## config.mk

```make
export PLATFORM = sky130hd
export DESIGN_NAME = mem_access_ctrl
export DESIGN_NICKNAME = d
export VERILOG_FILES = /design/src/rtl/mips_mem_pkg.sv /design/src/rtl/mem_access_ctrl_align_chk.sv /design/src/rtl/mem_access_ctrl.sv
export SDC_FILE = /design/constraint.sdc
export NUM_CORES = 1
export LEC_CHECK = 0
export CORE_UTILIZATION = 51
export CTS_BUF_LIST = sky130_fd_sc_hd__clkbuf_2
export DETAILED_ROUTE_END_ITERATION = 10
export HOLD_SLACK_MARGIN = 0.03
export PLACE_DENSITY_LB_ADDON = 0.3
export SYNTH_ARGS = -nofsm -noshare
export SYNTH_HDL_FRONTEND = slang
export SYNTH_SLANG_ARGS = --single-unit
```

## constraint.sdc

```tcl
create_clock -name clk -period 5.22 [get_ports clk]
set_input_delay 0.522 -clock clk [delete_from_list [all_inputs] [get_ports clk]]
set_output_delay 0.522 -clock clk [all_outputs]
set_load 0.02 [all_outputs]
```

## src/rtl/mips_mem_pkg.sv

```systemverilog
// Shared types and constants for the MEM-stage data-memory access controller.
package mips_mem_pkg;

  // Access sequencer states: idle, first word on the port, second word, data return
  typedef enum logic [1:0] {
    IDLE = 2'd0,
    W0   = 2'd1,
    W1   = 2'd2,
    LAST = 2'd3
  } state_t;

  // The memory writes a byte store at mem_addr + 3, so the controller pre-subtracts it
  localparam int unsigned BYTE_STORE_OFFSET = 3;
  // Byte distance between the two words of a paired (double) access
  localparam int unsigned DOUBLE_STRIDE     = 4;

  // Request fields latched from the EX/MEM register at accept
  typedef struct packed {
    logic        write;
    logic        dbl;
    logic        byt;
    logic [31:0] addr;
    logic [31:0] wdata;
    logic [31:0] wdata2;
  } mem_req_t;

endpackage

```

## src/rtl/mem_access_ctrl_align_chk.sv

```systemverilog
// Combinational legality check for a memory request: alignment and byte-load rejection.
module mem_align_chk (
  input  logic [2:0] addr_lo_i,
  input  logic       dbl_i,
  input  logic       byt_i,
  input  logic       write_i,
  output logic       ok_o
);

  logic aligned;

  // Doubles need 8-byte alignment, words 4-byte, byte stores any address; byte loads do not exist
  always_comb begin
    aligned = 1'b0;
    if (dbl_i) begin
      aligned = (addr_lo_i == 3'b000);
    end else if (byt_i) begin
      aligned = 1'b1;
    end else begin
      aligned = (addr_lo_i[1:0] == 2'b00);
    end
    ok_o = aligned & ~(byt_i & ~write_i);
  end

endmodule

```

## src/rtl/mem_access_ctrl.sv

```systemverilog
// MEM-stage initiator: sequences load/store requests (single, double, byte) onto a
// single-word memory port and stalls the pipeline until each access completes.
module mem_access_ctrl
  import mips_mem_pkg::*;
#(
  parameter int ADDR_W     = 32,
  parameter int DATA_W     = 32,
  parameter int MEM_RD_LAT = 1
) (
  input  logic              clk,
  input  logic              rst,
  input  logic              req_valid,
  input  logic              req_write,
  input  logic              req_double,
  input  logic              req_byte,
  input  logic [ADDR_W-1:0] req_addr,
  input  logic [DATA_W-1:0] req_wdata,
  input  logic [DATA_W-1:0] req_wdata2,
  output logic              stall,
  output logic              resp_valid,
  output logic [DATA_W-1:0] resp_rdata,
  output logic [DATA_W-1:0] resp_rdata2,
  output logic              addr_err,
  output logic [ADDR_W-1:0] mem_addr,
  output logic [DATA_W-1:0] mem_wdata,
  output logic              mem_write,
  output logic              mem_read,
  output logic              mem_store_byte,
  input  logic [DATA_W-1:0] mem_rdata
);

  // Read data is only captured when the memory answers one cycle after the strobe
  localparam logic RD_LAT_OK = (MEM_RD_LAT == 1);

  state_t            state_q, state_d;
  mem_req_t          req_q, req_d, req_in;
  logic              resp_valid_q, resp_valid_d;
  logic              addr_err_q, addr_err_d;
  logic [DATA_W-1:0] resp_rdata_q, resp_rdata_d;
  logic [DATA_W-1:0] resp_rdata2_q, resp_rdata2_d;
  logic [ADDR_W-1:0] mem_addr_q, mem_addr_d;
  logic [DATA_W-1:0] mem_wdata_q, mem_wdata_d;
  logic              mem_write_q, mem_write_d;
  logic              mem_read_q, mem_read_d;
  logic              mem_store_byte_q, mem_store_byte_d;
  logic              accept;
  logic              req_ok;

  // While resp_valid is high the EX/MEM register still holds the finished instruction
  assign accept = (state_q == IDLE) & req_valid & ~resp_valid_q;

  assign req_in = '{write:  req_write,
                    dbl:    req_double,
                    byt:    req_byte,
                    addr:   req_addr,
                    wdata:  req_wdata,
                    wdata2: req_wdata2};

  mem_align_chk u_align_chk (
    .addr_lo_i (req_addr[2:0]),
    .dbl_i     (req_double),
    .byt_i     (req_byte),
    .write_i   (req_write),
    .ok_o      (req_ok)
  );

  // Next-state and registered-output logic for the access sequencer
  always_comb begin
    state_d          = state_q;
    req_d            = req_q;
    resp_valid_d     = 1'b0;
    addr_err_d       = 1'b0;
    resp_rdata_d     = resp_rdata_q;
    resp_rdata2_d    = resp_rdata2_q;
    mem_addr_d       = mem_addr_q;
    mem_wdata_d      = mem_wdata_q;
    mem_write_d      = 1'b0;
    mem_read_d       = 1'b0;
    mem_store_byte_d = 1'b0;

    unique case (state_q)
      IDLE: begin
        if (accept) begin
          req_d = req_in;
          if (req_ok) begin
            state_d          = W0;
            mem_addr_d       = req_byte ? (req_addr - ADDR_W'(BYTE_STORE_OFFSET)) : req_addr;
            mem_wdata_d      = req_wdata;
            mem_write_d      = req_write;
            mem_read_d       = ~req_write;
            mem_store_byte_d = req_byte;
          end else begin
            resp_valid_d = 1'b1;
            addr_err_d   = 1'b1;
          end
        end
      end

      W0: begin
        // Doubles put word 1 on the bus; singles keep word 0 on the (unstrobed) bus
        mem_wdata_d = req_q.dbl ? req_q.wdata2 : req_q.wdata;
        if (req_q.dbl) begin
          state_d          = W1;
          mem_addr_d       = req_q.addr + ADDR_W'(DOUBLE_STRIDE);
          mem_write_d      = req_q.write;
          mem_read_d       = ~req_q.write;
          mem_store_byte_d = req_q.byt;
        end else begin
          state_d = LAST;
        end
      end

      W1: begin
        if (~req_q.write && RD_LAT_OK) begin
          resp_rdata_d = mem_rdata;
        end
        state_d = LAST;
      end

      LAST: begin
        if (~req_q.write && RD_LAT_OK) begin
          if (req_q.dbl) begin
            resp_rdata2_d = mem_rdata;
          end else begin
            resp_rdata_d = mem_rdata;
          end
        end
        resp_valid_d = 1'b1;
        state_d      = IDLE;
      end

      default: begin
        state_d = IDLE;
      end
    endcase
  end

  // State, response and memory-port registers; reset abandons any in-flight access
  always_ff @(posedge clk or posedge rst) begin
    if (rst) begin
      state_q          <= IDLE;
      resp_valid_q     <= 1'b0;
      addr_err_q       <= 1'b0;
      resp_rdata_q     <= '0;
      resp_rdata2_q    <= '0;
      mem_addr_q       <= '0;
      mem_wdata_q      <= '0;
      mem_write_q      <= 1'b0;
      mem_read_q       <= 1'b0;
      mem_store_byte_q <= 1'b0;
    end else begin
      state_q          <= state_d;
      resp_valid_q     <= resp_valid_d;
      addr_err_q       <= addr_err_d;
      resp_rdata_q     <= resp_rdata_d;
      resp_rdata2_q    <= resp_rdata2_d;
      mem_addr_q       <= mem_addr_d;
      mem_wdata_q      <= mem_wdata_d;
      mem_write_q      <= mem_write_d;
      mem_read_q       <= mem_read_d;
      mem_store_byte_q <= mem_store_byte_d;
    end
  end

  // Latched request fields; only meaningful after an accept, so no reset is needed
  always_ff @(posedge clk) begin
    req_q <= req_d;
  end

  assign stall          = (state_q != IDLE) | (req_valid & ~resp_valid_q);
  assign resp_valid     = resp_valid_q;
  assign addr_err       = addr_err_q;
  assign resp_rdata     = resp_rdata_q;
  assign resp_rdata2    = resp_rdata2_q;
  assign mem_addr       = mem_addr_q;
  assign mem_wdata      = mem_wdata_q;
  assign mem_write      = mem_write_q;
  assign mem_read       = mem_read_q;
  assign mem_store_byte = mem_store_byte_q;

endmodule

```

==> impl_metrics.json, run 1 <==
{
  "path_max_fanout": 96,
  "switching_share_pct": 37.8,
  "path_clk_slew_ns": 0.11,
  "setup_slack_ns": 2.06,
  "comb_power_share_pct": 45.9,
  "numCtsBuffers": 58,
  "finalClockSkew_ns": 0.0641,
  "synth_edf_count": 99,
  "worstMarginPinSlew_ns": 1.14,
  "yosysWarnings": 0,
  "synth_area_leader_cell": "dfrtp_1",
  "grt_overflow_total": 0,
  "synth_nets": 945,
  "antenna_found_initial": 3,
  "syn_inst": 804,
  "synth_common_cells": "135 x dfrtp_1, 99 x edfxtp_1, 96 x mux2_2",
  "fin_nets": 1238,
  "clock-sinks": 234,
  "syn_area_sq_um": 10500,
  "hold_slack_ns": 0.232,
  "place_area_sq_um": 13400,
  "slew_violations": 0,
  "io_buffers": 267,
  "worstPathArrival_ns": 3.89,
  "routabilityCongestion": 0.895,
  "min_period_over_period_pct": 60.6,
  "final_area_sq_um": 14000,
  "cts_tree": "built",
  "dp_hpwl_um": 17700,
  "crit_path_top_delay_cell": "buf_4",
  "cts_buffer_depth": 3,
  "crit_path_start_kind": "register",
  "whs_path_depth": 1,
  "ys_seq_elements": 234,
  "critical_path_class": "register to register",
  "avgSynthCellArea_sq_um": 13.1,
  "drt-pass1-iter-count": 5,
  "dieArea_sq_um": 21200,
  "fill_cells": 1510,
  "async_reset_ff_share_pct": 57.7,
  "r2r_slack_ns": 2.06,
  "rsz0062_at_grt": "no",
  "hold_violations": 0,
  "grt_start_max_net_pins": 105,
  "cts_setup_buffers": 0,
  "die_x_um": 146,
  "vias_per_cell": 5.41,
  "start_util_pct": 52.0,
  "period_minus_slack_ns": 3.16,
  "num_io_pins": 268,
  "post_cts_resized": 0,
  "drc": 0,
  "synth_top_area_share_pct": 32.1,
  "holdCritPathClass": "input port to register",
  "vias": 7634,
  "ys_seq_area_share_pct": 60.3,
  "timing.fmax_mhz": 316,
  "p_int_mw": 4.80,
  "drive_above_1_share_pct": 19.8,
  "drtIter0Drc": 359,
  "synthFlopType": "dfrtp_1",
  "cts_hold_buf": 0,
  "p_leak_nw": 5.41,
  "relSlewSlack_pct": 23.9,
  "globalRouteTotalUtil_pct": 24.9,
  "setup_viol": 0,
  "max_stage_delay_ns": 0.74,
  "path_cells": "inv_1 > ha_4 > buf_4 > nand2_1 > a21boi_0 > a21o_1 > or2_2 > o221ai_1",
  "p_switching_mw": 2.93,
  "crit_path_end_kind": "register",
  "first_global_vias": 7852,
  "areaGrowthSynthToFinish_pct": 32.5,
  "clock_latency_ns": 0.83,
  "coreArea_sq_um": 20200,
  "die_h_um": 146,
  "seqPwrFrac_pct": 39.0,
  "place_ws_ns": 1.94,
  "setup-tns-final_ns": 0,
  "status": "complete, no violations",
  "reg2regPathDepth": 8,
  "ys_types": 63,
  "post_drt_wl_per_cell_um": 18.1,
  "drv_cap": 0,
  "wl_um": 25600,
  "cts.root.buffer_cell": "clkbuf_2",
  "cp.required_ns": 5.95,
  "postRouteAntennaNets": 0,
  "netlist_top_cells_area": "dfrtp_1 32%, edfxtp_1 28%, mux2_2 10%",
  "clkPwrFrac_pct": 15.1,
  "p_per_area_nw_per_um2": 554,
  "power_mw": 7.73,
  "htreeDepth": 2,
  "row_count": 52,
  "yosys.cell_count.top_type": "dfrtp_1",
  "irDropWorstVdd_mv": 0.304,
  "grt_pass1_wl_um": 41500
}
-- metrics by stage --
stage | utilization [%] | instances
floorplan | - | 804
global placement | 66.4 | 1307
detailed placement | 66.4 | 1307
CTS | 68.9 | 1410
global route | 68.9 | 1411
finish | 69.0 | 1412
-- state kept, by name (all words and copies together), names as in the netlist --
signal / flops
resp_valid: 1
addr_err: 1
mem_read: 1
resp_rdata2: 32
state_q: 2
mem_addr: 32
mem_write: 1
resp_rdata: 32
req_q: 99
mem_wdata: 32
mem_store_byte: 1
-- power groups by stage --
stage / Clock, mW / Combinational [mW] / Sequential [mW]
final: 1.16 / 3.55 / 3.02
after global routing: 1.30 / 3.79 / 3.10
after CTS: 1.21 / 3.58 / 3.02
after detailed placement: 0 / 3.56 / 3.05
after global placement: 0 / 3.50 / 3.03
after floorplan: 0 / 1.40 / 3.63
-- worst paths after layout --
| check | startpoint | end |
|---|---|---|
| hold / removal | req_wdata2[28] | req_q[28] |
| max in group asynchronous | rst | mem_wdata[18] |
| min in group asynchronous | rst | resp_rdata[30] |
| hold reg to reg | mem_addr[8] | mem_addr[8] |
| setup / recovery | state_q[1] | mem_addr[28] |
| setup reg to reg | state_q[1] | mem_addr[28] |
-- layout make-up --
cell class                 count  area, sq um  share of cell area, %
sequential                   234         6350                   45.5
multi-input combinational    517         3980                   28.5
timing repair buffer         274         2730                   19.5
clock buffer                  88          440                   3.16
tap                          270          338                   2.42
clock inverter                15         66.3                  0.475
inverter                      12         52.6                  0.377
antenna                        2         5.00                 0.0359
-- worst max-delay path: cells and delay by family, from the launching register on --
kind,cells,cell delay (ns)
simple gates,2,0.70
compound gates,3,0.88
fa+ha+maj,1,0.15
buf+inv,2,0.88
flops,1,0.43
-- metal layers --
metal | GRT usage, % | part of all wire (%) | up-vias
met5 | 0 | 0 | -
li1 | - | - | 3619
met1 | 32.8 | 41 | 3649
met3 | 6.65 | 8.0 | 58
met4 | 9.74 | 2.7 | 0
met2 | 39.3 | 48 | 308
-- placed cells by master, fill, tap and decap left out, types with 3 or more instances in the layout --
master           Yosys  routed
and3_1              10      10
nor4_2               5       5
o31a_1               8       8
a21oi_1             41      41
nor3_1              22      22
nand4_1             15      15
ha_1                 7       6
a21o_1               4       4
xnor2_1             29      29
nor2_1              51      50
edfxtp_1            99      99
o31ai_1             10      10
clkinv_1             1      12
or4_1                6       6
o21a_1               3       3
o221ai_2             5       5
xor2_1              11      11
nand2_1             48      48
mux2i_1             41      41
clkdlybuf4s50_1      0     267
nor4_1              12      12
nor4b_2              3       3
and4_1               4       4
or3_1                5       5
dfrtp_1            135     135
nand3_1             15      15
nor2b_1              3       3
mux2_2              96      96
and2_1               3       3
o21ai_0             19      19
inv_1               11       9
clkbuf_2             0      88
o221ai_1             3       3
buf_4                2       7
nand2b_1             5       5
-- cells by family after synthesis --
group           synth area share, %
compound gates                 7.00
fa+ha+maj                     0.832
xor+xnor                       3.33
mux                            14.2
flops                          60.3
simple gates                   12.2
buf+inv                        2.21
(Power assumes the default switching activity.)
==> inputs of run 2 (changes only) <==
==> constraint.sdc (replaced) <==
create_clock -name clk -period 3.1 [get_ports clk]
set_input_delay 0.31 -clock clk [delete_from_list [all_inputs] [get_ports clk]]
set_output_delay 0.31 -clock clk [all_outputs]
set_load 0.02 [all_outputs]
==> run 2 against run 1 <==
Effect of this change:
- critical path depth is 4 lower
- register-to-register slack lost 1.4 ns
- combinational power up 78%
- flip-flop and latch count stayed put
- power rose by 76%
- clock skew fell by 0.011 ns
==> impl_metrics.json, run 2 (synthesized netlist as in run 1, its figures left out) <==
{
  "vias_per_cell": 5.45,
  "place_area_sq_um": 13600,
  "cts_buffer_depth": 3,
  "crit_path_start_kind": "register",
  "grt_start_max_net_pins": 56,
  "grtUsageMet1_pct": 34.7,
  "wl_um": 29600,
  "final_cell_mix": "267 x clkdlybuf4s50_1, 135 x dfrtp_1, 99 x edfxtp_1",
  "first_global_vias": 8739,
  "finalClockSkew_ns": 0.0527,
  "p_leak_nw": 5.89,
  "drtIter0Drc": 484,
  "cts.root.buffer_cell": "clkbuf_2",
  "layout_commonest_cell": "clkdlybuf4s50_1",
  "path_max_fanout": 10,
  "r2r_slack_ns": 0.62,
  "post_cts_resized": 0,
  "routabilityCongestion": 0.911,
  "setup_viol": 0,
  "use_met3_pct": 8.21,
  "period_minus_slack_ns": 2.80,
  "drv_cap": 0,
  "hold_violations": 0,
  "final_area_sq_um": 15000,
  "cts_setup_buffers": 0,
  "htreeDepth": 2,
  "post_drt_wl_per_cell_um": 19.5,
  "drt-pass1-iter-count": 5,
  "irDropWorstVdd_mv": 0.642,
  "crit_path_end_kind": "output port",
  "areaGrowthSynthToFinish_pct": 42.5,
  "start_util_pct": 52.0,
  "rsz0062_at_grt": "no",
  "min_period_over_period_pct": 90.4,
  "coreArea_sq_um": 20200,
  "slew_violations": 0,
  "timing.fmax_mhz": 357,
  "fin_nets": 1337,
  "worstMarginPinSlew_ns": 0.725,
  "die_x_um": 146,
  "grt_overflow_total": 0,
  "path_clk_slew_ns": 0.12,
  "cts_hold_buf": 83,
  "hold_slack_ns": 0.113,
  "cp.required_ns": 2.79,
  "largest_register": "req_q",
  "globalRouteTotalUtil_pct": 28.2,
  "row_count": 52,
  "io_buffers": 267,
  "grt_pass1_wl_um": 47000,
  "clock_latency_ns": 0.85,
  "numCtsBuffers": 60,
  "grt_busiest_layer": "met2",
  "cts_tree": "built",
  "critical_path_class": "register to output port",
  "relSlewSlack_pct": 51.3,
  "grt_use_met2_pct": 46.8,
  "postRouteAntennaNets": 0,
  "drive_above_1_share_pct": 20.2,
  "clock-sinks": 234,
  "dieArea_sq_um": 21200,
  "die_h_um": 146,
  "place_ws_ns": 0.356,
  "status": "complete, no violations",
  "antenna_found_initial": 4,
  "holdCritPathClass": "input port to register",
  "num_io_pins": 268,
  "setup-tns-final_ns": 0,
  "setup_slack_ns": 0.298,
  "vias": 8272,
  "power_mw": 13.6,
  "dp_hpwl_um": 18700,
  "p_per_area_nw_per_um2": 907,
  "drc": 0,
  "largest_reg_flops": 99,
  "worstPathArrival_ns": 2.49
}
[run 2: cell types whose count changed in the layout (fill, tap and decap cells not counted), moves of 2 or more]
cell,previous run,this run
clkinv_1,12,8
clkbuf_2,88,98
buf_12,0,4
buf_4,7,17
clkinv_2,1,3
diode_2,2,4
dlygate4sd3_1,0,83
[run 2: routing by layer]
metal	vias to the layer above	wire, um
met5	-	0
met4	0	854
met3	67	2520
met2	384	14700
met1	3996	11600
li1	3825	-
[run 2: area by class of cell]
type	instances	area [sq um]
diodes	4	10.0
clock buffers	98	490
clock inverters	12	80.1
fillers	1351	5230
inverters	12	52.6
multi-input cells	517	3980
flip-flops and latches	234	6350
well taps	270	338
repair buffers	371	3710
[run 2: where the power goes]
part	switching (mW)	internal (mW)	leakage, nW	total (mW)
Sequential	0.621	4.46	2.52	5.08
Clock	1.30	0.915	0.448	2.21
Combinational	3.30	3.02	2.92	6.32
Total	5.21	8.40	5.89	13.6
[run 2: worst max-delay path, cell delays in order, from the launching register on]
cell and delay (ns):
dfrtp_1 0.43, inv_1 0.11, ha_1 0.35, nand2b_1 0.13
clkdlybuf4s50_1 0.66
[run 2: worst paths after layout]
path / from / to / depth (start not counted)
max in group asynchronous: rst / resp_rdata2[8] / 4
max: state_q[0] / stall / 4
min in group asynchronous: rst / mem_wdata[25] / 3
min reg2reg: mem_addr[12] / mem_addr[12] / 2
min: mem_rdata[12] / resp_rdata2[12] / 2
max reg2reg: state_q[0] / resp_valid / 8
[run 2: stage by stage]
| stage | utilization [%] | cells |
|---|---|---|
| floorplan | - | 804 |
| global placement | 67.2 | 1321 |
| detailed placement | 67.2 | 1321 |
| CTS | 74.1 | 1514 |
| global route | 74.1 | 1516 |
| finish | 74.2 | 1518 |
==> inputs of run 3 (changes only) <==
--- a/config.mk
+++ b/config.mk
@@ -5,8 +5,10 @@
 export SDC_FILE = /design/constraint.sdc
 export NUM_CORES = 1
 export LEC_CHECK = 0
+export CORE_ASPECT_RATIO = 1.2
 export CORE_UTILIZATION = 51
 export CTS_BUF_LIST = sky130_fd_sc_hd__clkbuf_2
+export CTS_CLUSTER_DIAMETER = 50
 export DETAILED_ROUTE_END_ITERATION = 10
 export HOLD_SLACK_MARGIN = 0.03
 export PLACE_DENSITY_LB_ADDON = 0.3
==> run 3 against run 2 <==
Effect of this change:
- non-clock buffer count up 5
- sequential power barely moved
- clock-buffer cell count decreased by 11
- cell count is 0.40% lower
- core utilization is essentially flat
- clock skew grew 0.0089 ns
- clock power shrank 5%
- via count decreased by 0.48%
- first-iteration DRC count down 9.1%
==> impl_metrics.json, run 3 (synthesized netlist as in run 1, its figures left out) <==
{
  "postRouteAntennaNets": 0,
  "worstMarginPinSlew_ns": 0.750,
  "fin_nets": 1340,
  "setup-tns-final_ns": 0,
  "num_io_pins": 268,
  "clock_latency_ns": 0.84,
  "rsz0062_at_grt": "no",
  "worstPathArrival_ns": 2.50,
  "min_period_over_period_pct": 90.5,
  "timing.fmax_mhz": 357,
  "p_leak_nw": 5.87,
  "start_util_pct": 52.0,
  "setup_viol": 0,
  "cts.root.buffer_cell": "clkbuf_2",
  "drv_cap": 0,
  "drtIter0Drc": 440,
  "cp.required_ns": 2.79,
  "cts_setup_buffers": 0,
  "areaGrowthSynthToFinish_pct": 42.7,
  "die_x_um": 133,
  "p_per_area_nw_per_um2": 899,
  "first_global_vias": 8693,
  "drive_above_1_share_pct": 19.2,
  "antenna_found_initial": 2,
  "globalRouteTotalUtil_pct": 27.8,
  "clock-sinks": 234,
  "fill_cells": 1391,
  "holdCritPathClass": "input port to register",
  "period_minus_slack_ns": 2.81,
  "slew_violations": 0,
  "layout_commonest_cell": "clkdlybuf4s50_1",
  "row_count": 57,
  "dp_hpwl_um": 18400,
  "largest_register": "req_q",
  "vias": 8232,
  "path_max_fanout": 10,
  "coreArea_sq_um": 20300,
  "crit_path_end_kind": "output port",
  "dieArea_sq_um": 21200,
  "cts_buffer_depth": 3,
  "crit_path_start_kind": "register",
  "irDropWorstVdd_mv": 0.598,
  "io_buffers": 267,
  "hold_violations": 0,
  "grt_pass1_wl_um": 45800,
  "die_h_um": 159,
  "wl_um": 28700,
  "final_cell_mix": "267 x clkdlybuf4s50_1, 135 x dfrtp_1, 99 x edfxtp_1",
  "status": "complete, no violations",
  "grt_overflow_total": 0,
  "place_ws_ns": 0.360,
  "path_clk_slew_ns": 0.10,
  "largest_reg_flops": 99,
  "relSlewSlack_pct": 49.9,
  "critical_path_class": "register to output port",
  "routabilityCongestion": 0.874,
  "finalClockSkew_ns": 0.0616,
  "grt_start_max_net_pins": 64,
  "cts_tree": "built",
  "htreeDepth": 2,
  "drc": 0,
  "drt-pass1-iter-count": 5,
  "numCtsBuffers": 58,
  "vias_per_cell": 5.44,
  "setup_slack_ns": 0.295,
  "post_drt_wl_per_cell_um": 19.0
}
run 3: metrics by stage:
stage / instances / instance area (sq um) / hold WS (ns) / power, mW / utilization (%)
2_1_floorplan: 804 / 10500 / 0.409 / 8.47 / -
3_3_place_gp: 1315 / 13600 / 0.461 / 11.1 / 67.1
3_5_place_dp: 1315 / 13600 / 0.469 / 11.3 / 67.1
4_1_cts: 1510 / 15000 / 0.0356 / 13.5 / 74.1
5_1_grt: 1512 / 15000 / 0.0319 / 14.2 / 74.2
6_report: 1512 / 15000 / 0.132 / 13.5 / 74.2
run 3: path summary, 6_finish.rpt:
check / startpoint / cells after the start / endpoint / slack (ns)
worst max-delay path: state_q[0] / 4 / stall / 0.29
max in group asynchronous: rst / 4 / mem_wdata[13] / 1.81
worst min register to register: mem_addr[7] / 2 / mem_addr[7] / 0.48
min in group asynchronous: rst / 3 / resp_rdata[19] / 0.52
worst min-delay path: req_addr[29] / 1 / req_q[93] / 0.13
worst max register to register: state_q[0] / 5 / req_q[69] / 0.72
run 3: layer usage:
metal / share of wire (%) / track usage [%] / up-vias / wire length [um]
li1: - / - / 3828 / -
met5: 0 / 0 / - / 0
met3: 6.2 / 5.83 / 73 / 1780
met4: 3.5 / 12.0 / 0 / 1010
met1: 37 / 30.9 / 3980 / 10600
met2: 53 / 50.9 / 351 / 15300
run 3: final cells by class:
cell class                 count  area [sq um]  area share [%]
clock buffer                  87           435            2.90
antenna                        2          5.00          0.0333
clock inverter                19           108           0.716
timing repair buffer         376          3760            25.1
multi-input combinational    517          3980            26.5
inverter                      12          52.6           0.350
sequential                   234          6350            42.3
tap                          265           332            2.21
run 3: power by group:
| part | switching (mW) | leakage (nW) | internal [mW] |
|---|---|---|---|
| combinational | 3.26 | 2.94 | 3.03 |
| sequential | 0.639 | 2.52 | 4.46 |
| clock | 1.27 | 0.406 | 0.835 |
| total | 5.17 | 5.87 | 8.32 |
run 3: repair_timing:
item,CTS,global route
setup endpoints to repair,0,0
hold buffers,89,0
endpoints found under the hold margin,135,0
gates resized for setup,0,0
run 3: worst max-delay path, stage by stage, from the launching register on:
cell             delay, ns
dfrtp_1               0.43
inv_1                 0.11
ha_1                  0.35
nand2b_1              0.13
clkdlybuf4s50_1       0.65
